--- config.mk ---
export PLATFORM = sky130hd
export DESIGN_NAME = dom_indep_d1_sharing_flat
export DESIGN_NICKNAME = d
export VERILOG_FILES = /design/src/rtl/dom_indep_d1_sharing_if.sv /design/src/rtl/dom_indep_d1_sharing.sv /design/src/flat_wrapper.sv
export SDC_FILE = /design/constraint.sdc
export NUM_CORES = 1
export LEC_CHECK = 0
export BUFFER_PORTS_ARGS = -buffer_cell sky130_fd_sc_hd__buf_4
export CAP_MARGIN = 20
export CORE_MARGIN = 4
export CORE_UTILIZATION = 50
export CTS_CLUSTER_DIAMETER = 40
export CTS_CLUSTER_SIZE = 25
export DETAILED_ROUTE_END_ITERATION = 8
export GPL_TIMING_DRIVEN = 0
export PLACE_DENSITY_LB_ADDON = 0.05
export SETUP_SLACK_MARGIN = 0.2
export SYNTH_ARGS = -nofsm -noshare
export SYNTH_HDL_FRONTEND = slang
export SYNTH_SLANG_ARGS = --single-unit
export TNS_END_PERCENT = 20
--- constraint.sdc ---
create_clock -name clk -period 2.2 [get_ports clk]
set_input_delay 0 -clock clk [delete_from_list [all_inputs] [get_ports clk]]
set_output_delay 0 -clock clk [all_outputs]
set_load 0.01 [all_outputs]
--- src/rtl/dom_indep_d1_sharing_if.sv ---
// Operand, seed and share bus between the sharing stage and its neighbours.
// The bench or upstream logic uses the master side; the sharing stage uses the slave side.
interface dom_indep_d1_sharing_if;
   logic        seed_valid;
   logic [31:0] seed;
   logic        in_valid;
   logic        in_a;
   logic        in_b;
   logic        in_ready;
   logic [1:0]  port_a;
   logic [1:0]  port_b;
   logic        port_r;
   logic        out_valid;
   logic        c_valid;
   logic        busy;

   modport master (
      output seed_valid, seed, in_valid, in_a, in_b,
      input  in_ready, port_a, port_b, port_r, out_valid, c_valid, busy
   );

   modport slave (
      input  seed_valid, seed, in_valid, in_a, in_b,
      output in_ready, port_a, port_b, port_r, out_valid, c_valid, busy
   );
endinterface

--- src/rtl/dom_indep_d1_sharing.sv ---
// First-order sharing and randomness stage feeding a DOM-independent AND gadget.
// Optional LFSR warm-up after reset/reseed is enabled by defining DOM_SHARE_WARMUP_EN.
module dom_indep_d1_sharing #(
   parameter logic [31:0] SEED   = 32'hACE1_2468,
   parameter int          WARMUP = 16
) (
   input logic clk,
   input logic rst,
   dom_indep_d1_sharing_if.slave bus
);

   if (WARMUP < 1 || WARMUP > 255) begin : g_bad_warmup
      $error("WARMUP must lie in 1..255");
   end

   function automatic logic [31:0] lfsr_step(input logic [31:0] s);
      return {s[30:0], s[31] ^ s[21] ^ s[1] ^ s[0]};
   endfunction

   logic [31:0] lfsr_q, lfsr_d;
   logic [31:0] s1, s2, s3;
   logic        m_a, m_b, r;
   logic [1:0]  port_a_q, port_a_d;
   logic [1:0]  port_b_q, port_b_d;
   logic        port_r_q, port_r_d;
   logic        out_valid_q, out_valid_d;
   logic        c_valid_q, c_valid_d;
   logic        in_ready, busy, run, accept;

`ifdef DOM_SHARE_WARMUP_EN
   typedef enum logic {ST_WARMUP, ST_RUN} state_t;
   localparam logic [7:0] WARMUP_CNT = 8'(WARMUP);

   state_t     state_q, state_d;
   logic [7:0] cnt_q, cnt_d;

   always_ff @(posedge clk) begin
      if (rst) begin
         state_q <= ST_WARMUP;
         cnt_q   <= 8'd0;
      end else begin
         state_q <= state_d;
         cnt_q   <= cnt_d;
      end
   end

   // A reseed restarts warm-up from either state; the counter parks once it hits WARMUP.
   always_comb begin
      state_d = state_q;
      cnt_d   = cnt_q;
      if (bus.seed_valid) begin
         state_d = ST_WARMUP;
         cnt_d   = 8'd0;
      end else if (state_q == ST_WARMUP) begin
         if (cnt_q == WARMUP_CNT) state_d = ST_RUN;
         else                     cnt_d   = cnt_q + 8'd1;
      end
   end

   always_comb begin
      run      = (state_q == ST_RUN);
      busy     = (state_q == ST_WARMUP);
      in_ready = run && !bus.seed_valid;
   end
`else
   always_comb begin
      run      = 1'b1;
      busy     = 1'b0;
      in_ready = !bus.seed_valid;
   end
`endif

   // Three unrolled steps give the two mask bits and the gadget refresh bit.
   always_comb begin
      s1  = lfsr_step(lfsr_q);
      s2  = lfsr_step(s1);
      s3  = lfsr_step(s2);
      m_a = s1[0];
      m_b = s2[0];
      r   = s3[0];
   end

   always_comb begin
      accept      = bus.in_valid && in_ready;
      lfsr_d      = s3;
      if (bus.seed_valid) lfsr_d = (bus.seed == 32'd0) ? SEED : bus.seed;
      port_a_d    = port_a_q;
      port_b_d    = port_b_q;
      if (accept) begin
         port_a_d = {bus.in_a ^ m_a, m_a};
         port_b_d = {bus.in_b ^ m_b, m_b};
      end
      out_valid_d = accept;
      c_valid_d   = out_valid_q;
      port_r_d    = run ? r : port_r_q;
   end

   always_ff @(posedge clk) begin
      if (rst) begin
         lfsr_q      <= SEED;
         port_a_q    <= 2'b00;
         port_b_q    <= 2'b00;
         port_r_q    <= 1'b0;
         out_valid_q <= 1'b0;
         c_valid_q   <= 1'b0;
      end else begin
         lfsr_q      <= lfsr_d;
         port_a_q    <= port_a_d;
         port_b_q    <= port_b_d;
         port_r_q    <= port_r_d;
         out_valid_q <= out_valid_d;
         c_valid_q   <= c_valid_d;
      end
   end

   assign bus.in_ready  = in_ready;
   assign bus.busy      = busy;
   assign bus.port_a    = port_a_q;
   assign bus.port_b    = port_b_q;
   assign bus.port_r    = port_r_q;
   assign bus.out_valid = out_valid_q;
   assign bus.c_valid   = c_valid_q;

endmodule
--- src/flat_wrapper.sv ---
// flat-port wrapper written by rule: the top's interface ports become plain ports
module dom_indep_d1_sharing_flat 
#(
   parameter logic [31:0] SEED   = 32'hACE1_2468,
   parameter int          WARMUP = 16
)
  (clk, rst, bus_seed_valid, bus_seed, bus_in_valid, bus_in_a, bus_in_b, bus_in_ready, bus_port_a, bus_port_b, bus_port_r, bus_out_valid, bus_c_valid, bus_busy);
  dom_indep_d1_sharing_if bus_i ();
  input logic clk;
  input logic rst;
  input wire logic [$bits(bus_i.seed_valid)-1:0] bus_seed_valid;
  input wire logic [$bits(bus_i.seed)-1:0] bus_seed;
  input wire logic [$bits(bus_i.in_valid)-1:0] bus_in_valid;
  input wire logic [$bits(bus_i.in_a)-1:0] bus_in_a;
  input wire logic [$bits(bus_i.in_b)-1:0] bus_in_b;
  output wire logic [$bits(bus_i.in_ready)-1:0] bus_in_ready;
  output wire logic [$bits(bus_i.port_a)-1:0] bus_port_a;
  output wire logic [$bits(bus_i.port_b)-1:0] bus_port_b;
  output wire logic [$bits(bus_i.port_r)-1:0] bus_port_r;
  output wire logic [$bits(bus_i.out_valid)-1:0] bus_out_valid;
  output wire logic [$bits(bus_i.c_valid)-1:0] bus_c_valid;
  output wire logic [$bits(bus_i.busy)-1:0] bus_busy;
  assign bus_i.seed_valid = bus_seed_valid;
  assign bus_i.seed = bus_seed;
  assign bus_i.in_valid = bus_in_valid;
  assign bus_i.in_a = bus_in_a;
  assign bus_i.in_b = bus_in_b;
  assign bus_in_ready = bus_i.in_ready;
  assign bus_port_a = bus_i.port_a;
  assign bus_port_b = bus_i.port_b;
  assign bus_port_r = bus_i.port_r;
  assign bus_out_valid = bus_i.out_valid;
  assign bus_c_valid = bus_i.c_valid;
  assign bus_busy = bus_i.busy;
  dom_indep_d1_sharing #(.SEED(SEED), .WARMUP(WARMUP)) u_core (.clk(clk), .rst(rst), .bus(bus_i));
endmodule
* After elaboration in Yosys (flattened, before gate mapping) *
Index checks and enable logic that the tools add are counted.

word-level totals
  word-level logic and storage cells = 22
  memories = 0
  output and inout bits = 9
  memory bits (writable) = 0
  input port bits = 38
  ROM bits = 0
  latch bits = 0
  register bits = 39

cells by class
  shifts and indexed selects = 0
  reduce and logical (&&, ||, !) cells = 3
  add/subtract/negate cells = 0
  multipliers = 0
  muxes and demuxes = 2
  equality and inequality tests = 0
  magnitude comparators = 0
  bitwise gates (word level) = 11
  div/mod/pow operators = 0

operator list
  kind                 count
  $mux W32             2
  $logic_not A32 Y1    1
  $xor A1 B1 Y1        11
  $logic_and A1 B1 Y1  1
  $logic_not A1 Y1     1

* Depth between registers and ports, before layout *
  word-level depth = 6
  gate-level depth with buffers = 5

* Worst setup path after synthesis *
OpenSTA, ideal clock, no wires.

  path kind = reg-to-reg
  start = register u_core.lfsr_q[0]
  end = register u_core.port_b_q[1], in the netlist u_core.bus.port_b[1]
  path slack = 668 ps
  arrival = 1,453 ps
  setup time = 79 ps
  required time = 2,121 ps
  cell stages (with the launch flop) = 5
  cell sequence = dfxtp_1 xnor2_1 xnor3_2 xnor2_1 a211oi_2

between the ends
  word-level cells in the longest chain between the ends = 3

RTL lines
  item                      RTL line                     source
  start: declaration        dom_indep_d1_sharing.sv:20   logic [31:0] lfsr_q, lfsr_d;
  start signal: assignment  dom_indep_d1_sharing.sv:107  lfsr_q <= lfsr_d;
  $xor A1 B1 Y1             dom_indep_d1_sharing.sv:17   return {s[30:0], s[31] ^ s[21] ^ s[1] ^ s[0]};
  $xor A1 B1 Y1 *           dom_indep_d1_sharing.sv:17
  $xor A1 B1 Y1 *           dom_indep_d1_sharing.sv:91   port_b_d = {bus.in_b ^ m_b, m_b};
  end signal: assignment    dom_indep_d1_sharing.sv:109  port_b_q <= port_b_d;
  end: declaration          dom_indep_d1_sharing.sv:24   logic [1:0] port_b_q, port_b_d;

Mark *: on every way between the ends. The rest lies on a longest branch, timed or not.
A chain may end at the register's enable or synchronous reset.

* Final worst setup path *
Ends and elaborated chain as after synthesis.

==> flow_metrics.py <==
metrics = {
    "synthesis": {
        "synth.distinct_cells": 21,
        "synth_flop_cell": "sky130_fd_sc_hd__dfxtp_1",
        "synth_area_leaders": "sky130_fd_sc_hd__dfxtp_1, sky130_fd_sc_hd__mux2i_1, sky130_fd_sc_hd__nor2_1, sky130_fd_sc_hd__a211oi_1, sky130_fd_sc_hd__o21bai_1",
        "synth.ff_latch_count": 39,
        "yosys.cell_count.top_type": "sky130_fd_sc_hd__dfxtp_1",
        "netlist_area_mm2": 0.001609,
        "ys_async_sr_fraction_pct": 0,
        "ys.warnings.count": 0,
        "portion_of_the_post_synthesis_area_used_by_sequential_elements_pct": 48.52,
        "synth_commonest_cells": "sky130_fd_sc_hd__dfxtp_1, sky130_fd_sc_hd__nor2_1, sky130_fd_sc_hd__mux2i_1, sky130_fd_sc_hd__a211oi_1, sky130_fd_sc_hd__o21bai_1",
        "post-synth-top-area-cell": "sky130_fd_sc_hd__dfxtp_1",
        "yosys.area.top_type_share_pct": 48.52,
        "synth_cells": 165,
        "syn_avg_cell_area_um2": 9.752,
        "synth_enable_flop_cells": 0,
        "synth.net_count": 203,
    },
    "power_and_ir_drop": {
        "total_power_mw": 1.555,
        "combPwrFrac_pct": 25.1,
        "share_clk_of_total_power_pct": 23.8,
        "power.sequential.fraction_pct": 51.1,
        "cellPowerDensity_mw_per_mm2": 655.2,
        "leakage_nw": 1.058,
        "vdd_ir_drop_max_uv": 491.3,
        "cellInternalPower_mw": 1.139,
        "netSwitchingFraction_pct": 26.74,
        "power.net_switching_uw": 415.9,
    },
    "route": {
        "first_iter_violations": 58,
        "drt_pass1_iterations": 4,
        "vias": 1471,
        "drtAntennaViolNets": 0,
        "wl_per_cell_um": 15.15,
        "post_drt_via_cell_ratio": 5.038,
        "routed_wirelength_mm": 4.425,
        "remaining_drc_errors": 0,
    },
    "clock_tree": {
        "clk_path_buf_depth": 2,
        "sinks_on_the_clock_net": 39,
        "cts_max_level": 2,
        "ctsRootBufferMaster": "sky130_fd_sc_hd__clkbuf_4",
        "clkLatencyLatePin_ns": 0.35,
        "number_of_buffers_added_for_setup_after_cts": 0,
        "clk_pin_slew_ns": 0.11,
        "cts_made_buffers": 5,
        "cts_tree": "built",
    },
    "critical_path": {
        "timing.rr.start": "u_core.lfsr_q[0]",
        "r2r.worst_path.cells": 4,
        "critical_path_start_type": "register",
        "worst-path-max-fanout": 3,
        "path_class": "register to register",
        "startpoint": "u_core.lfsr_q[0]",
        "reg2reg_setup_slack_ns": 0.52,
        "cp_data_arrival_time_ns": 1.96,
        "timing.critical_path.required_ns": 2.48,
        "critPathCapture": "u_core.bus.port_b[1]",
        "crit_path_end_kind": "register",
        "timing.rr.end": "u_core.bus.port_b[1]",
    },
    "final_layout": {
        "postLayoutCoreUtil_pct": 77.11,
        "area_growth_pct": 47.51,
        "numnets_final": 286,
        "final.fill_count": 231,
        "final_layout_size_suffix_gt1_share_pct": 22.58,
        "antenna-diode-count": 0,
    },
    "sta": {
        "finalSetupViolCount": 0,
        "fmaxAchievable_mhz": 594.9,
        "period_needed_ns": 1.681,
        "clock_skew_ns": 0.009673,
        "finalWorstSetupSlack_ns": 0.5189,
        "setup_repair_after_global_routing_missed_its_margin": "no",
        "max_slew_margin_pct": 62.09,
        "hold-worst-slack_ns": 0.02253,
        "timing.final.max_slew_violations": 0,
        "worst_pin_slew_ns": 0.5686,
        "fin_setup_tns_ns": 0,
        "post-route-period-util_pct": 76.41,
        "hold_viol_final": 0,
    },
    "placed_design": {
        "dp_hpwl_mm": 2.859,
        "detailedPlace.worstSlack_ns": 0.5515,
        "portBuffers": 43,
        "globalplace.congestion": 0.7935,
    },
    "die": {
        "placeableCoreArea_mm2": 0.003078,
        "die_height_um": 64.73,
        "core.rowCount": 20,
        "dieWidth_um": 64.73,
        "pin_count": 47,
        "starting_density_of_the_core_pct": 52.28,
        "die_ar_mm2": 0.004190,
    },
    "global_routing": {
        "gr-usage-all-layers_pct": 22.79,
        "grt_pass1_wl_mm": 7.134,
        "globalRoute.totalOverflow": 0,
        "first_global_vias": 1565,
        "number_of_antenna_violations_at_the_first_check_in_global_routing": 0,
        "grt_start_max_net_pins": 12,
    },
    "worst_hold_path": {
        "hold_path_startpoint": "bus_seed[5]",
        "worst_hold_path_type": "input pin to register",
    },
    "run": {
        "max_capacitance_violation_count": 0,
    },
    "run_status": {
        "outcome": "complete, no violations",
    },
}
==> power by group through the flow <==
stage          Clock, mW  Sequential [mW]  Combinational, mW
5_1_grt            0.407            0.801              0.421
2_1_floorplan          0            0.811              0.210
3_3_place_gp           0            0.808              0.331
3_5_place_dp           0            0.810              0.337
4_1_cts            0.378            0.794              0.385
6_report           0.370            0.795              0.390
==> worst max-delay path: stages (launching register included) <==
cell	delay, ns
sky130_fd_sc_hd__dfxtp_1	0.36
sky130_fd_sc_hd__xnor2_1	0.36
sky130_fd_sc_hd__xnor3_2	0.54
sky130_fd_sc_hd__xnor2_1	0.15
sky130_fd_sc_hd__a211oi_2	0.20
==> kinds of logic after synthesis <==
logic type             share of synthesized area [%]
AND/OR/NAND/NOR                                14.93
flip-flops                                     48.52
AO/OA/AOI/OAI                                  15.32
multiplexers                                   9.953
buffers and inverters                          3.499
XOR/XNOR                                       7.542
other                                         0.2331
==> worst min-delay path by stage <==
stage | endpoint | slack [ns] | cells past startpoint
floorplan | u_core.lfsr_q[1] | 0.14 | 2
global placement | u_core.lfsr_q[14] | 0.24 | 3
detailed placement | u_core.lfsr_q[7] | 0.25 | 3
CTS | u_core.lfsr_q[5] | 0.008 | 3
global route | u_core.lfsr_q[5] | 0.008 | 3
finish | u_core.lfsr_q[5] | 0.02 | 3
==> sequential cells by signal, summed over array words and instances (netlist names) <==
name,cells
u_core.bus.c_valid,1
u_core.bus.port_a,2
u_core.bus.out_valid,1
u_core.bus.port_r,1
u_core.bus.port_b,2
u_core.lfsr_q,32
==> placed cells by master, fill, tap and decap left out <==
| cell | instances |
|---|---|
| sky130_fd_sc_hd__clkbuf_4 | 5 |
| sky130_fd_sc_hd__xnor3_1 | 2 |
| sky130_fd_sc_hd__nor2b_1 | 2 |
| sky130_fd_sc_hd__nor4_1 | 8 |
| sky130_fd_sc_hd__clkbuf_1 | 8 |
| sky130_fd_sc_hd__and4_1 | 2 |
| sky130_fd_sc_hd__a211oi_2 | 1 |
| sky130_fd_sc_hd__nand2_1 | 7 |
| sky130_fd_sc_hd__dlygate4sd3_1 | 33 |
| sky130_fd_sc_hd__buf_2 | 3 |
| sky130_fd_sc_hd__buf_4 | 44 |
| sky130_fd_sc_hd__clkinv_2 | 1 |
| sky130_fd_sc_hd__clkinv_1 | 1 |
| sky130_fd_sc_hd__conb_1 | 1 |
| sky130_fd_sc_hd__mux2i_1 | 16 |
| sky130_fd_sc_hd__nand2b_1 | 1 |
| sky130_fd_sc_hd__xnor3_2 | 1 |
| sky130_fd_sc_hd__a21oi_1 | 3 |
| sky130_fd_sc_hd__a211oi_1 | 15 |
| sky130_fd_sc_hd__o21bai_1 | 13 |
| sky130_fd_sc_hd__clkbuf_8 | 1 |
| sky130_fd_sc_hd__dfxtp_1 | 39 |
| sky130_fd_sc_hd__nor2_1 | 34 |
| sky130_fd_sc_hd__xnor2_1 | 6 |
| sky130_fd_sc_hd__o2bb2ai_1 | 1 |
==> final cells by class <==
class / instances / area [µm²] / share of cell area, %
Timing Repair Buffer: 76 / 653.1 / 27.52
Clock buffer: 6 / 51.30 / 2.161
Tap cell: 44 / 55.05 / 2.319
Clock inverter: 1 / 5.005 / 0.2109
Multi-Input combinational cell: 113 / 772.0 / 32.52
Buffer: 12 / 52.55 / 2.214
Sequential cell: 39 / 780.7 / 32.89
Inverter: 1 / 3.754 / 0.1581
==> layer usage <==
metal  global-route usage [%]  vias up  wire, µm
li1                         -      744         -
met1                    25.46      674      1818
met2                    41.51       45      2348
met3                    4.679        8       186
met4                    9.499        0        72
met5                        0        -         0
==> metrics by stage <==
stage	area, µm²	std cells
global route	2374	292
detailed placement	1987	252
CTS	2374	292
floorplan	1609	165
finish	2374	292
global placement	1987	252
==> repair_timing <==
item                                   CTS  global route
resized for setup                        0             0
endpoints found under the hold margin   35             0
hold buffers                            33             0
setup endpoints to repair                0             0
Note: power is estimated with default switching activity, not from simulation.
